==> src/rtl/ej32_pkg.sv <==
// Shared eJ32 definitions: opcode encodings and the return-stack op set.
package ej32_pkg;

   localparam int RS_DEPTH_DEF = 16;

   typedef enum logic [7:0] {
      OP_NOP      = 8'h00,
      OP_ILOAD    = 8'h15,
      OP_ILOAD_0  = 8'h1a,
      OP_ILOAD_1  = 8'h1b,
      OP_ILOAD_2  = 8'h1c,
      OP_ILOAD_3  = 8'h1d,
      OP_ISTORE_0 = 8'h3b,
      OP_JSR      = 8'ha8,
      OP_RET      = 8'ha9,
      OP_PUSHR    = 8'hd2,
      OP_POPR     = 8'hd3,
      OP_DUPR     = 8'hd4
   } opcode_t;

   typedef enum logic [2:0] {
      rNOP,
      rPUSH,
      rPOP,
      rPEEK,
      rSET
   } rs_op_t;

endpackage

==> src/rtl/rs_decode.sv <==
// Maps opcode/phase to a return-stack op, the value it carries and the peek depth.
module rs_decode
   import ej32_pkg::*;
#(
   parameter int DSZ = 32,
   parameter int ASZ = 16
) (
   input  logic [7:0]     code,
   input  logic [2:0]     phase,
   input  logic [DSZ-1:0] t,
   input  logic [ASZ-1:0] pc,
   output rs_op_t         op_o,
   output logic [DSZ-1:0] val_o,
   output logic [1:0]     idx_o
);

   always_comb begin
      op_o  = rNOP;
      val_o = t;
      idx_o = 2'd0;
      case (code)
         OP_PUSHR:    if (phase == 3'd0) op_o = rPUSH;
         OP_JSR: begin
            if (phase == 3'd2) op_o = rPUSH;
            val_o = {{(DSZ-ASZ){1'b0}}, pc};
         end
         OP_POPR,
         OP_RET:      if (phase == 3'd0) op_o = rPOP;
         OP_DUPR:     if (phase == 3'd0) op_o = rPEEK;
         OP_ILOAD_0:  if (phase == 3'd0) op_o = rPEEK;
         OP_ILOAD_1: begin
            if (phase == 3'd0) op_o = rPEEK;
            idx_o = 2'd1;
         end
         OP_ILOAD_2: begin
            if (phase == 3'd0) op_o = rPEEK;
            idx_o = 2'd2;
         end
         OP_ILOAD_3: begin
            if (phase == 3'd0) op_o = rPEEK;
            idx_o = 2'd3;
         end
         // Indexed load takes its depth from the low bits of TOS.
         OP_ILOAD: begin
            if (phase == 3'd1) op_o = rPEEK;
            idx_o = t[1:0];
         end
         OP_ISTORE_0: if (phase == 3'd0) op_o = rSET;
         default:     op_o = rNOP;
      endcase
   end

endmodule

==> src/rtl/ej32_rs.sv <==
// eJ32 return stack: cached top register r plus an async-read array for deeper entries.
module ej32_rs
   import ej32_pkg::*;
#(
   parameter int RS_DEPTH = RS_DEPTH_DEF,
   parameter int DSZ      = 32,
   parameter int ASZ      = 16
) (
   input  logic                        clk,
   input  logic                        rst,
   input  logic                        rs_en,
   input  logic [7:0]                  code,
   input  logic [2:0]                  phase,
   input  logic [DSZ-1:0]              t,
   input  logic [ASZ-1:0]              pc,
   output logic [DSZ-1:0]              rs_o,
   output logic [$clog2(RS_DEPTH):0]   rp_o,
   output logic                        ovf_o,
   output logic                        unf_o
);

   localparam int AW  = $clog2(RS_DEPTH);
   localparam int RPW = AW + 1;
   localparam logic [RPW-1:0] FULL = RPW'(RS_DEPTH);

   rs_op_t         op;
   logic [DSZ-1:0] val;
   logic [1:0]     idx;

   logic [RPW-1:0] rp_q, rp_d;
   logic [DSZ-1:0] r_q, r_d;
   logic           ovf_q, ovf_d;
   logic           unf_q, unf_d;
   logic           mem_we;
   logic [DSZ-1:0] mem [RS_DEPTH-1];

   logic [RPW-1:0] peek_k;
   logic [AW-1:0]  wr_idx, pop_idx, peek_idx;

   rs_decode #(.DSZ(DSZ), .ASZ(ASZ)) u_decode (
      .code  (code),
      .phase (phase),
      .t     (t),
      .pc    (pc),
      .op_o  (op),
      .val_o (val),
      .idx_o (idx)
   );

   // mem[i] holds entry i+1, so entry n lives at mem[n-1].
   assign peek_k   = RPW'(idx);
   assign wr_idx   = AW'(rp_q - RPW'(1));
   assign pop_idx  = AW'(rp_q - RPW'(2));
   assign peek_idx = AW'(rp_q - RPW'(1) - peek_k);

   always_comb begin
      rp_d   = rp_q;
      r_d    = r_q;
      ovf_d  = ovf_q;
      unf_d  = unf_q;
      mem_we = 1'b0;
      rs_o   = r_q;
      case (op)
         rPUSH: begin
            if (rp_q == FULL) begin
               ovf_d = 1'b1;
            end else begin
               mem_we = (rp_q != '0);
               r_d    = val;
               rp_d   = rp_q + RPW'(1);
            end
         end
         rPOP: begin
            if (rp_q == '0) begin
               rs_o  = '0;
               unf_d = 1'b1;
            end else begin
               rs_o = r_q;
               rp_d = rp_q - RPW'(1);
               if (rp_q >= RPW'(2)) r_d = mem[pop_idx];
               else                 r_d = '0;
            end
         end
         rPEEK: begin
            if (peek_k >= rp_q) begin
               rs_o  = '0;
               unf_d = 1'b1;
            end else if (idx == 2'd0) begin
               rs_o = r_q;
            end else begin
               rs_o = mem[peek_idx];
            end
         end
         rSET: begin
            if (rp_q == '0) unf_d = 1'b1;
            else            r_d   = val;
         end
         default: ;
      endcase
   end

   always_ff @(posedge clk) begin
      if (rst) begin
         rp_q  <= '0;
         r_q   <= '0;
         ovf_q <= 1'b0;
         unf_q <= 1'b0;
      end else if (rs_en) begin
         rp_q  <= rp_d;
         r_q   <= r_d;
         ovf_q <= ovf_d;
         unf_q <= unf_d;
      end
   end

   // Array is never cleared; only entries below rp are meaningful.
   always_ff @(posedge clk) begin
      if (!rst && rs_en && mem_we) mem[wr_idx] <= r_q;
   end

   assign rp_o  = rp_q;
   assign ovf_o = ovf_q;
   assign unf_o = unf_q;

endmodule

==> config.mk <==
export PLATFORM = sky130hd
export DESIGN_NAME = ej32_rs
export DESIGN_NICKNAME = d
export VERILOG_FILES = /design/src/rtl/ej32_pkg.sv /design/src/rtl/rs_decode.sv /design/src/rtl/ej32_rs.sv
export SDC_FILE = /design/constraint.sdc
export NUM_CORES = 1
export LEC_CHECK = 0
export BUFFER_PORTS_ARGS = -buffer_cell sky130_fd_sc_hd__buf_2
export CORE_UTILIZATION = 26
export CTS_BUF_LIST = sky130_fd_sc_hd__clkbuf_2 sky130_fd_sc_hd__clkbuf_4 sky130_fd_sc_hd__clkbuf_8
export CTS_CLUSTER_SIZE = 30
export DETAILED_ROUTE_END_ITERATION = 12
export GPL_ROUTABILITY_DRIVEN = 0
export HOLD_SLACK_MARGIN = 0.1
export PLACE_DENSITY = 0.48
export SETUP_SLACK_MARGIN = 0.15
export SYNTH_ARGS = -nofsm -noshare
export SYNTH_HDL_FRONTEND = slang
export SYNTH_SLANG_ARGS = --single-unit
==> constraint.sdc <==
create_clock -name clk -period 7.8 [get_ports clk]
set_input_delay 1.56 -clock clk [delete_from_list [all_inputs] [get_ports clk]]
set_output_delay 1.56 -clock clk [all_outputs]
set_load 0.03 [all_outputs]
==> run summary, run 1 <==
row count: 114
first-pass GRT wire length: 113 mm
Max IR drop VDD: 0.0986 mV
Die Span Y: 314 microns
Cell Chain, Critical Path: buf_2 > xor2_1 > a21oi_1 > nor2_1 > ha_1 > fa_4 > buf_12 > mux4_2 > mux2i_1 > nor2_1 > a21oi_1 > o21ai_0 > buf_2
share of cells above drive strength 1: 0.337
CTS tree: done
total power draw: 5.96 mW
Total Wirelength: 77.3 mm
Synth Register Bits: 519
Vias: 15.4k
IO Count: 101
Pleak: 9.11 nW
power per standard cell area: 201 mW/mm^2
vias in the first global route: 16.0k
CP peak stage delay: 1230 ps
Initial Util: 0.263
Placed Area: 0.0276 sq mm
port buffer count: 100
cell count after synthesis: 1611
dpl hpwl: 44.0 mm
max_cap viols: 0
Overflow after GRT: 0
Post-CTS Hold Buffers: 0
Die X: 314 microns
arrival time worst endpoint: 5490 ps
Setup Skew: 21.2 ps
Mean Syn Cell Area: 15.8 sq um
Num CTS Buffers: 92
clock root buffer: clkbuf_8
RSZ-0062 raised after global routing: no
H-tree depth: 3
CP Capture Type: output port
Mapped Nets: 1688
largest net degree at the start of global routing: 151
Setup TNS: 0 ps
Inst Count DP: 2911
Critical Path Slowest Stage Cell: fa_4
hold slack: 444 ps
critical path's top delay family: adder cells
Post-Layout Inst Area: 0.0297 sq mm
final hold violation count: 0
fmax: 0.142 GHz
DR pass1 iterations: 5
Synth Warn #: 0
Worst-path clk slew: 60 ps
post-CTS sizing: 0
Die ar.: 0.0989 sq mm
Antenna Nets Post-Route: 0
period utilization: 0.904
final setup violation count: 0
outcome: finished clean
CORE AREA: 0.0967 sq mm
EDFF count, synth: 480
Max clock buf depth: 3
clock sinks: 519
worst skew pair latency: 680 ps
post-synthesis sequential area ratio: 0.598
worst slew pin tran: 1040 ps
Crit Path Class: input pin to output port
final net count: 1806
Critical Path Start Type: input pin
largest fanout on the critical path: 40
CP Buf/Inv Count: 3
mapped cell area: 0.0254 sq mm
Post-synth ARST share: 0
routed vias/inst: 5.00
Slew Viols, Final: 0
DRT iter0 DRCs: 1286
Unique masters post-synth: 56
routed wire length per instance: 25.0 microns
Synth Flop Type: edfxtp_1
pre-CTS setup slack: 783 ps
initial antenna violation count: 2
final setup margin: 746 ps
Critical Path RT: 6240 ps
DRC errors left: 0
fin cells: 3087
area delta synth->final: 17.0%
fin crit period: 7050 ps
Post-CTS Setup Inserts: 0
Post-Route Utilization: 0.307
Hold Path Class: flop to flop
Rel. slew slack: 0.306
gr usage total: 0.157
[layout make-up]
cell class | instances | area, sq um
inverters | 12 | 45.0
clock buffers | 133 | 1650
well taps | 1276 | 1600
diodes | 2 | 5.00
repair buffers | 144 | 933
multi-input cells | 960 | 9850
clock inverters | 41 | 437
flip-flops and latches | 519 | 15200
fillers | 9538 | 67000
[cells in the mapped netlist, drive strengths merged (5+ instances only)]
library cell  instances  area [sq um]
a211oi               21           158
a21oi                64           320
a22oi                32           240
a31oi                10          62.6
buf                  35           171
clkbuf               85           319
dfxtp                39           781
edfxtp              480         14400
ha                   14           175
inv                  12          45.0
mux2                 52           698
mux2i                97           971
mux4                214          4820
nand2               128           480
nand2b                7          43.8
nand3                 9          45.0
nor2                122           458
nor2b                37           231
nor3                  5          25.0
o21ai                99           495
[sequential cells by signal, indices dropped and copies added (netlist names)]
name,flops
ovf_o,1
rp_o,5
unf_o,1
mem,480
r_q,32
[path summary, 6_finish.rpt]
kind | from | end | slack [ps] | depth (start not counted)
worst min-delay path | unf_o | unf_o | 440 | 2
worst max-delay path | code[2] | rs_o[3] | 750 | 13
worst min register to register | unf_o | unf_o | 440 | 2
worst max register to register | rp_o[1] | mem[8][6] | 3050 | 9
[report_power, final]
group / switching, mW / internal (mW)
clock network: 1.17 / 1.67
logic: 0.0645 / 0.0447
registers: 0.0104 / 3.01
[cell families after synthesis]
family / share of synthesized area
xor+xnor: 0.00241
mux: 0.256
flops: 0.598
compound gates: 0.0558
fa+ha+maj: 0.00769
simple gates: 0.0589
buf+inv: 0.0211
[worst register-to-register path: cells and delay by family (launching register included)]
kind / cells / cell delay [ps]
buffers and inverters: 4 / 1400
DFF: 1 / 770
adders and majority gates: 1 / 260
and+or+nand+nor: 2 / 1250
AOI/OAI and AO/OA: 1 / 50
xor gates and xnor gates: 1 / 670
[layer usage]
metal | vias to the layer above | GRT usage | routed length (microns)
met4 | 0 | 0.0472 | 1880
met3 | 118 | 0.0270 | 4220
met1 | 8109 | 0.210 | 33700
met5 | - | 0 | 0
li1 | 6710 | - | -
met2 | 498 | 0.258 | 37500
[cells in the final DEF, fill, tap and decap left out, types with 7 or more instances in the layout]
cell         n
bufinv_16    9
clkbuf_4    29
a31oi_1     10
inv_1       12
dfxtp_1     37
mux2_2      22
edfxtp_1   480
o21ai_1      9
buf_12       8
mux4_2     214
nor2b_1     37
clkbuf_8   104
a211oi_1    21
nand2_1    128
nand3_1      9
nor2_1     107
ha_1        12
mux2_4      30
a21oi_1     64
nand2b_1     7
a22oi_1     32
nor2_4      15
clkinv_1    10
clkinv_2    16
buf_2       99
o21ai_0     90
buf_4       37
mux2i_1     97
(Power assumes the default switching activity.)
==> inputs of run 2 (changes only) <==
- CORE_MARGIN: not set -> 8
==> run 2 against run 1 <==
Compared with the run above:
- die area grew 9.1%
- clock skew up 5.3 ps
- hold slack hardly changed
- final area decreased by 0.15%
==> run summary, run 2 (same netlist as run 1, synthesis figures left out) <==
outcome: finished clean (unchanged)
final hold violation count: 0 (unchanged)
fin crit period: 7000 ps (was 7050 ps)
Critical Path RT: 6240 ps (about the same)
Reg2Reg Setup Slack: 3290 ps (was 3050 ps)
Critical Path Sink: rs_o[29] (was rs_o[3])
area of the multi-input gates: 0.00985 sq mm (unchanged)
Initial Util: 0.263 (unchanged)
Die Span Y: 328 microns (was 314 microns)
final setup margin: 802 ps (was 746 ps)
DRC errors left: 0 (unchanged)
row count: 114 (unchanged)
Post-CTS Hold Buffers: 0 (unchanged)
Worst R2R Start: rp_o[0] (was rp_o[1])
met3 WL: 3.68 mm (was 4.22 mm)
Largest Register: mem (unchanged)
routed vias/inst: 5.01 (was 5.00)
commonest non-fill, non-tap cells in the layout: edfxtp_1, mux4_2, nand2_1 (unchanged)
internal power: 4.68 mW (was 4.72 mW)
Setup Skew: 26.5 ps (was 21.2 ps)
initial antenna violation count: 3 (was 2)
DR pass1 iterations: 6 (was 5)
Worst-path clk slew: 60 ps (about the same)
gr usage total: 0.140 (was 0.157)
max reg flops: 480 (unchanged)
routed wire length per instance: 25.1 microns (was 25.0 microns)
first-pass GRT wire length: 113 mm (about the same)
arrival time worst endpoint: 5440 ps (was 5490 ps)
Die X: 328 microns (was 314 microns)
Crit Path Class: input pin to output port (unchanged)
total power draw: 5.92 mW (was 5.96 mW)
max_cap viols: 0 (unchanged)
register area: 0.0152 sq mm (unchanged)
port buffer count: 100 (unchanged)
area delta synth->final: 16.9% (was 17.0%)
Setup TNS: 0 ps (unchanged)
Total Wirelength: 77.3 mm (about the same)
post-CTS sizing: 0 (unchanged)
Comb pwr share: 0.018 (about the same)
Post-CTS Setup Inserts: 0 (unchanged)
dpl hpwl: 43.5 mm (was 44.0 mm)
CTS tree: done (unchanged)
sw power: 1.23 mW (was 1.25 mW)
clock power share: 0.472 (was 0.476)
Max clock buf depth: 3 (unchanged)
Overflow after GRT: 0 (unchanged)
R2R depth: 7 (was 9)
fmax: 0.143 GHz (was 0.142 GHz)
Pleak: 9.09 nW (was 9.11 nW)
Placed Area: 0.0276 sq mm (about the same)
share of cells above drive strength 1: 0.337 (about the same)
highest routed layer: met4 (unchanged)
worst slew pin tran: 1080 ps (was 1040 ps)
Max IR drop VDD: 0.0943 mV (was 0.0986 mV)
final net count: 1803 (was 1806)
clock root buffer: clkbuf_8 (unchanged)
power per standard cell area: 199 mW/mm^2 (was 201 mW/mm^2)
H-tree depth: 3 (unchanged)
CORE AREA: 0.0967 sq mm (unchanged)
Met2 Wirelength: 37.1 mm (was 37.5 mm)
Hold Path Class: flop to flop (unchanged)
Filler cells: 9577 (was 9538)
Num CTS Buffers: 93 (was 92)
vias in the first global route: 16.2k (was 16.0k)
CP startpoint: code[1] (was code[2])
Rel. slew slack: 0.281 (was 0.306)
IO Count: 101 (unchanged)
Critical Path Start Type: input pin (unchanged)
Seq pwr share: 0.510 (was 0.506)
Vias: 15.4k (about the same)
final setup violation count: 0 (unchanged)
DRT iter0 DRCs: 1246 (was 1286)
Slew Viols, Final: 0 (unchanged)
CP Capture Type: output port (unchanged)
pre-CTS setup slack: 797 ps (was 783 ps)
period utilization: 0.897 (was 0.904)
worst skew pair latency: 690 ps (was 680 ps)
clock sinks: 519 (unchanged)
Post-Layout Inst Area: 0.0297 sq mm (about the same)
Worst R2R End: mem[9][20] (was mem[8][6])
switching part of the total: 0.209 (about the same)
RSZ-0062 raised after global routing: no (unchanged)
Die ar.: 0.108 sq mm (was 0.0989 sq mm)
wl on met1: 34.8 mm (was 33.7 mm)
largest net degree at the start of global routing: 151 (unchanged)
Antenna Nets Post-Route: 0 (unchanged)
largest fanout on the critical path: 15 (was 40)
leading cell type in the layout, fill and taps excluded: edfxtp_1 (unchanged)
## run 2: cell types whose count changed in the layout (fill, tap and decap cells not counted)
cell,change
clkbuf_4,+7
clkinv_1,-2
buf_4,-5
diode_2,-1
buf_12,+1
clkbuf_8,+7
bufinv_16,-4
clkinv_2,-6
clkinvlp_4,-2
## run 2: per-stage QoR
stage	instances	util	hold slack [ps]
finish	3082	0.307	444
global route	3082	0.307	479
CTS	3081	0.307	449
detailed placement	2907	0.285	439
global placement	2907	0.285	439
floorplan	1611	-	571
## run 2: final cells by class
| type | instances | share of cell area |
|---|---|---|
| inverter | 12 | 0.00152 |
| multi-input combinational | 960 | 0.332 |
| clock buffer | 147 | 0.0606 |
| sequential | 519 | 0.512 |
| clock inverter | 27 | 0.00890 |
| timing repair buffer | 140 | 0.0309 |
| tap | 1276 | 0.0538 |
| antenna | 1 | 0.0000843 |
## run 2: worst min-delay path by stage
stage,slack [ps],depth (start not counted),to,startpoint
6_report,440,2,unf_o,unf_o
5_1_grt,480,2,unf_o,unf_o
4_1_cts,450,2,unf_o,unf_o
3_5_place_dp,440,2,unf_o,unf_o
3_3_place_gp,440,2,unf_o,unf_o
2_1_floorplan,570,2,unf_o,unf_o
## run 2: critical path: stages
cell	delay (ps)
buf_2	160
xor2_1	270
a21oi_1	120
nor2_1	250
inv_1	110
ha_4	250
nand2b_1	150
a21oi_1	150
nor4_1	80
or4b_2	1030
buf_4	380
o21ai_0	570
buf_2	330
## run 2: routing by layer
layer  global-route usage  up-vias
met2                0.230      477
li1                     -     6696
met5                    0        -
met4               0.0416        0
met1                0.190     8135
met3               0.0242      123
## run 2: power by group through the flow
| stage | clock network [mW] | logic (mW) | registers (mW) |
|---|---|---|---|
| after floorplan | 0 | 0.0614 | 3.07 |
| after global placement | 0 | 0.109 | 3.07 |
| after detailed placement | 0 | 0.110 | 3.08 |
| after CTS | 2.86 | 0.110 | 3.02 |
| after global routing | 2.98 | 0.117 | 3.02 |
| final | 2.79 | 0.108 | 3.02 |
==> inputs of run 3 (changes only) <==
- CORE_UTILIZATION: 26 -> 60
- PLACE_DENSITY: 0.48 -> 0.86
- RECOVER_POWER: not set -> 100
==> run 3 against run 2 <==
Compared with the run above:
- the flow now finishes with violations (capacitance limit, slew limit)
- combinational power decreased by 6%
- die area shrank 54%
- register-to-register slack got worse by 2600 ps
- critical path depth fell by 8
- critical endpoint is now mem[9][1]
- largest power group unchanged
- highest routed layer unchanged
==> run summary, run 3 (same netlist as run 1, synthesis figures left out) <==
total power draw: 5.40 mW (was 5.92 mW)
CP Buf/Inv Count: 2 (was 4)
Comb pwr share: 0.019 (was 0.018)
Seq pwr share: 0.558 (was 0.510)
Overflow after GRT: 0 (unchanged)
hold slack: 453 ps (was 444 ps)
gr usage total: 0.271 (was 0.140)
first-pass GRT wire length: 102 mm (was 113 mm)
Slew Viols, Final: 522 (was 0)
Hold Path Class: flop to flop (unchanged)
leading cell type in the layout, fill and taps excluded: edfxtp_1 (unchanged)
routed vias/inst: 7.08 (was 5.01)
Rel. slew slack: -1.34 (was 0.281)
clock power share: 0.423 (was 0.472)
IO Count: 101 (unchanged)
critical path's top delay family: buffers and inverters (was simple AND/OR/NAND/NOR gates)
Critical Path Start Type: flop (was input pin)
CP peak stage delay: 2490 ps (was 1030 ps)
Worst R2R End: mem[9][1] (was mem[9][20])
arrival time worst endpoint: 7320 ps (was 5440 ps)
final setup violation count: 0 (unchanged)
Die X: 222 microns (was 328 microns)
clock root buffer: clkbuf_8 (unchanged)
DRT iter0 DRCs: 2438 (was 1246)
RSZ-0062 raised after global routing: no (unchanged)
share of cells above drive strength 1: 0.266 (was 0.337)
Total Wirelength: 67.0 mm (was 77.3 mm)
WHS Endpoint: unf_o (unchanged)
Diodes inserted: 0 (was 1)
Vias: 16.3k (was 15.4k)
DRC errors left: 0 (unchanged)
final net count: 1782 (was 1803)
period utilization: 0.911 (was 0.897)
Placed Area: 0.0266 sq mm (was 0.0276 sq mm)
DR pass1 iterations: 6 (unchanged)
Pleak: 8.52 nW (was 9.09 nW)
clock sinks: 519 (unchanged)
final setup margin: 698 ps (was 802 ps)
failing checks: capacitance limit, slew limit
Inst Count DP: 2164 (was 2907)
CP Capture Type: flop (was output port)
Crit Path Class: flop to flop (was input pin to output port)
fin crit period: 7100 ps (was 7000 ps)
fmax: 0.141 GHz (was 0.143 GHz)
dpl hpwl: 35.6 mm (was 43.5 mm)
Worst Min Path Start: unf_o (unchanged)
CTS tree: done (unchanged)
CORE AREA: 0.0419 sq mm (was 0.0967 sq mm)
max reg flops: 480 (unchanged)
port buffer count: 100 (unchanged)
switching part of the total: 0.207 (was 0.209)
Worst R2R Start: rp_o[1] (was rp_o[0])
largest net degree at the start of global routing: 101 (was 151)
pre-CTS setup slack: 1130 ps (was 797 ps)
sw power: 1.12 mW (was 1.23 mW)
Largest Register: mem (unchanged)
fin cells: 2307 (was 3082)
Die ar.: 0.0492 sq mm (was 0.108 sq mm)
H-tree depth: 3 (unchanged)
final hold violation count: 0 (unchanged)
routed wire length per instance: 29.0 microns (was 25.1 microns)
commonest non-fill, non-tap cells in the layout: edfxtp_1, mux4_2, nand2_1 (unchanged)
outcome: complete, but fails checks (was finished clean)
Filler cells: 2630 (was 9577)
Post-CTS Hold Buffers: 0 (unchanged)
internal power: 4.29 mW (was 4.68 mW)
Worst-path clk slew: 60 ps (about the same)
Cell Chain, Critical Path: clkbuf_1 > ha_1 > nand2_1 > nor2_1 > clkbuf_1 (was buf_2 > xor2_1 > a21oi_1 > nor2_1 > inv_1 > ha_4 > nand2b_1 > a21oi_1 > nor4_1 > or4b_2 > buf_4 > o21ai_0 > buf_2)
Reg2Reg Setup Slack: 700 ps (was 3290 ps)
Die Span Y: 222 microns (was 328 microns)
Num CTS Buffers: 78 (was 93)
crit-path most repeated cell: clkbuf_1
Critical Path Slowest Stage Cell: clkbuf_1 (was or4b_2)
row count: 75 (was 114)
R2R depth: 5 (was 7)
area delta synth->final: 10.0% (was 16.9%)
max_cap viols: 22 (was 0)
Critical Path RT: 8020 ps (was 6240 ps)
worst skew pair latency: 660 ps (was 690 ps)
Initial Util: 0.607 (was 0.263)
Setup TNS: 0 ps (unchanged)
Post-CTS Setup Inserts: 0 (unchanged)
Setup Skew: 46.5 ps (was 26.5 ps)
Post-Route Utilization: 0.667 (was 0.307)
Max clock buf depth: 3 (unchanged)
initial antenna violation count: 0 (was 3)
Post-Layout Inst Area: 0.0279 sq mm (was 0.0297 sq mm)
post-CTS sizing: 0 (unchanged)
Max IR drop VDD: 0.113 mV (was 0.0943 mV)
power per standard cell area: 193 mW/mm^2 (was 199 mW/mm^2)
hold depth: 2 (unchanged)
worst slew pin tran: 3500 ps (was 1080 ps)
Antenna Nets Post-Route: 0 (unchanged)
largest fanout on the critical path: 42 (was 15)
vias in the first global route: 17.0k (was 16.2k)
-- run 3: power groups by stage --
stage / clock network (mW) / logic (mW) / registers, mW
global placement: 0 / 0.101 / 3.07
detailed placement: 0 / 0.104 / 3.07
floorplan: 0 / 0.0614 / 3.07
finish: 2.29 / 0.102 / 3.02
CTS: 2.30 / 0.105 / 3.02
global route: 2.42 / 0.108 / 3.02
-- run 3: cell type report --
| class | count | area [sq um] | area share |
|---|---|---|---|
| tap | 539 | 674 | 0.0241 |
| sequential | 519 | 15200 | 0.544 |
| clock inverter | 26 | 175 | 0.00627 |
| clock buffer | 117 | 1430 | 0.0512 |
| inverter | 12 | 45.0 | 0.00161 |
| timing repair buffer | 134 | 748 | 0.0268 |
| multi-input combinational | 960 | 9660 | 0.346 |
-- run 3: metal layers --
metal	track usage	routed length (microns)	vias to the layer above
met3	0.0719	9080	253
met1	0.341	22600	8083
met2	0.431	32000	1356
met4	0.145	3270	0
met5	0	0	-
li1	-	-	6633
-- run 3: how the worst max path moves through the flow --
stage / from / to / slack [ps] / cells after the start
finish: rp_o[1] / mem[9][1] / 700 / 5
global route: rp_o[1] / mem[2][1] / 460 / 5
CTS: code[2] / rs_o[1] / 1120 / 13
detailed placement: code[2] / rs_o[1] / 1130 / 13
global placement: code[2] / rs_o[1] / 1290 / 13
floorplan: code[1] / rs_o[22] / 1430 / 14
-- run 3: worst reg2reg max path, cell delays in order (launching register included) --
cell and delay, ps:
dfxtp_4 620, clkbuf_1 2500, ha_1 500, nand2_1 200
nor2_1 1480, clkbuf_1 1370
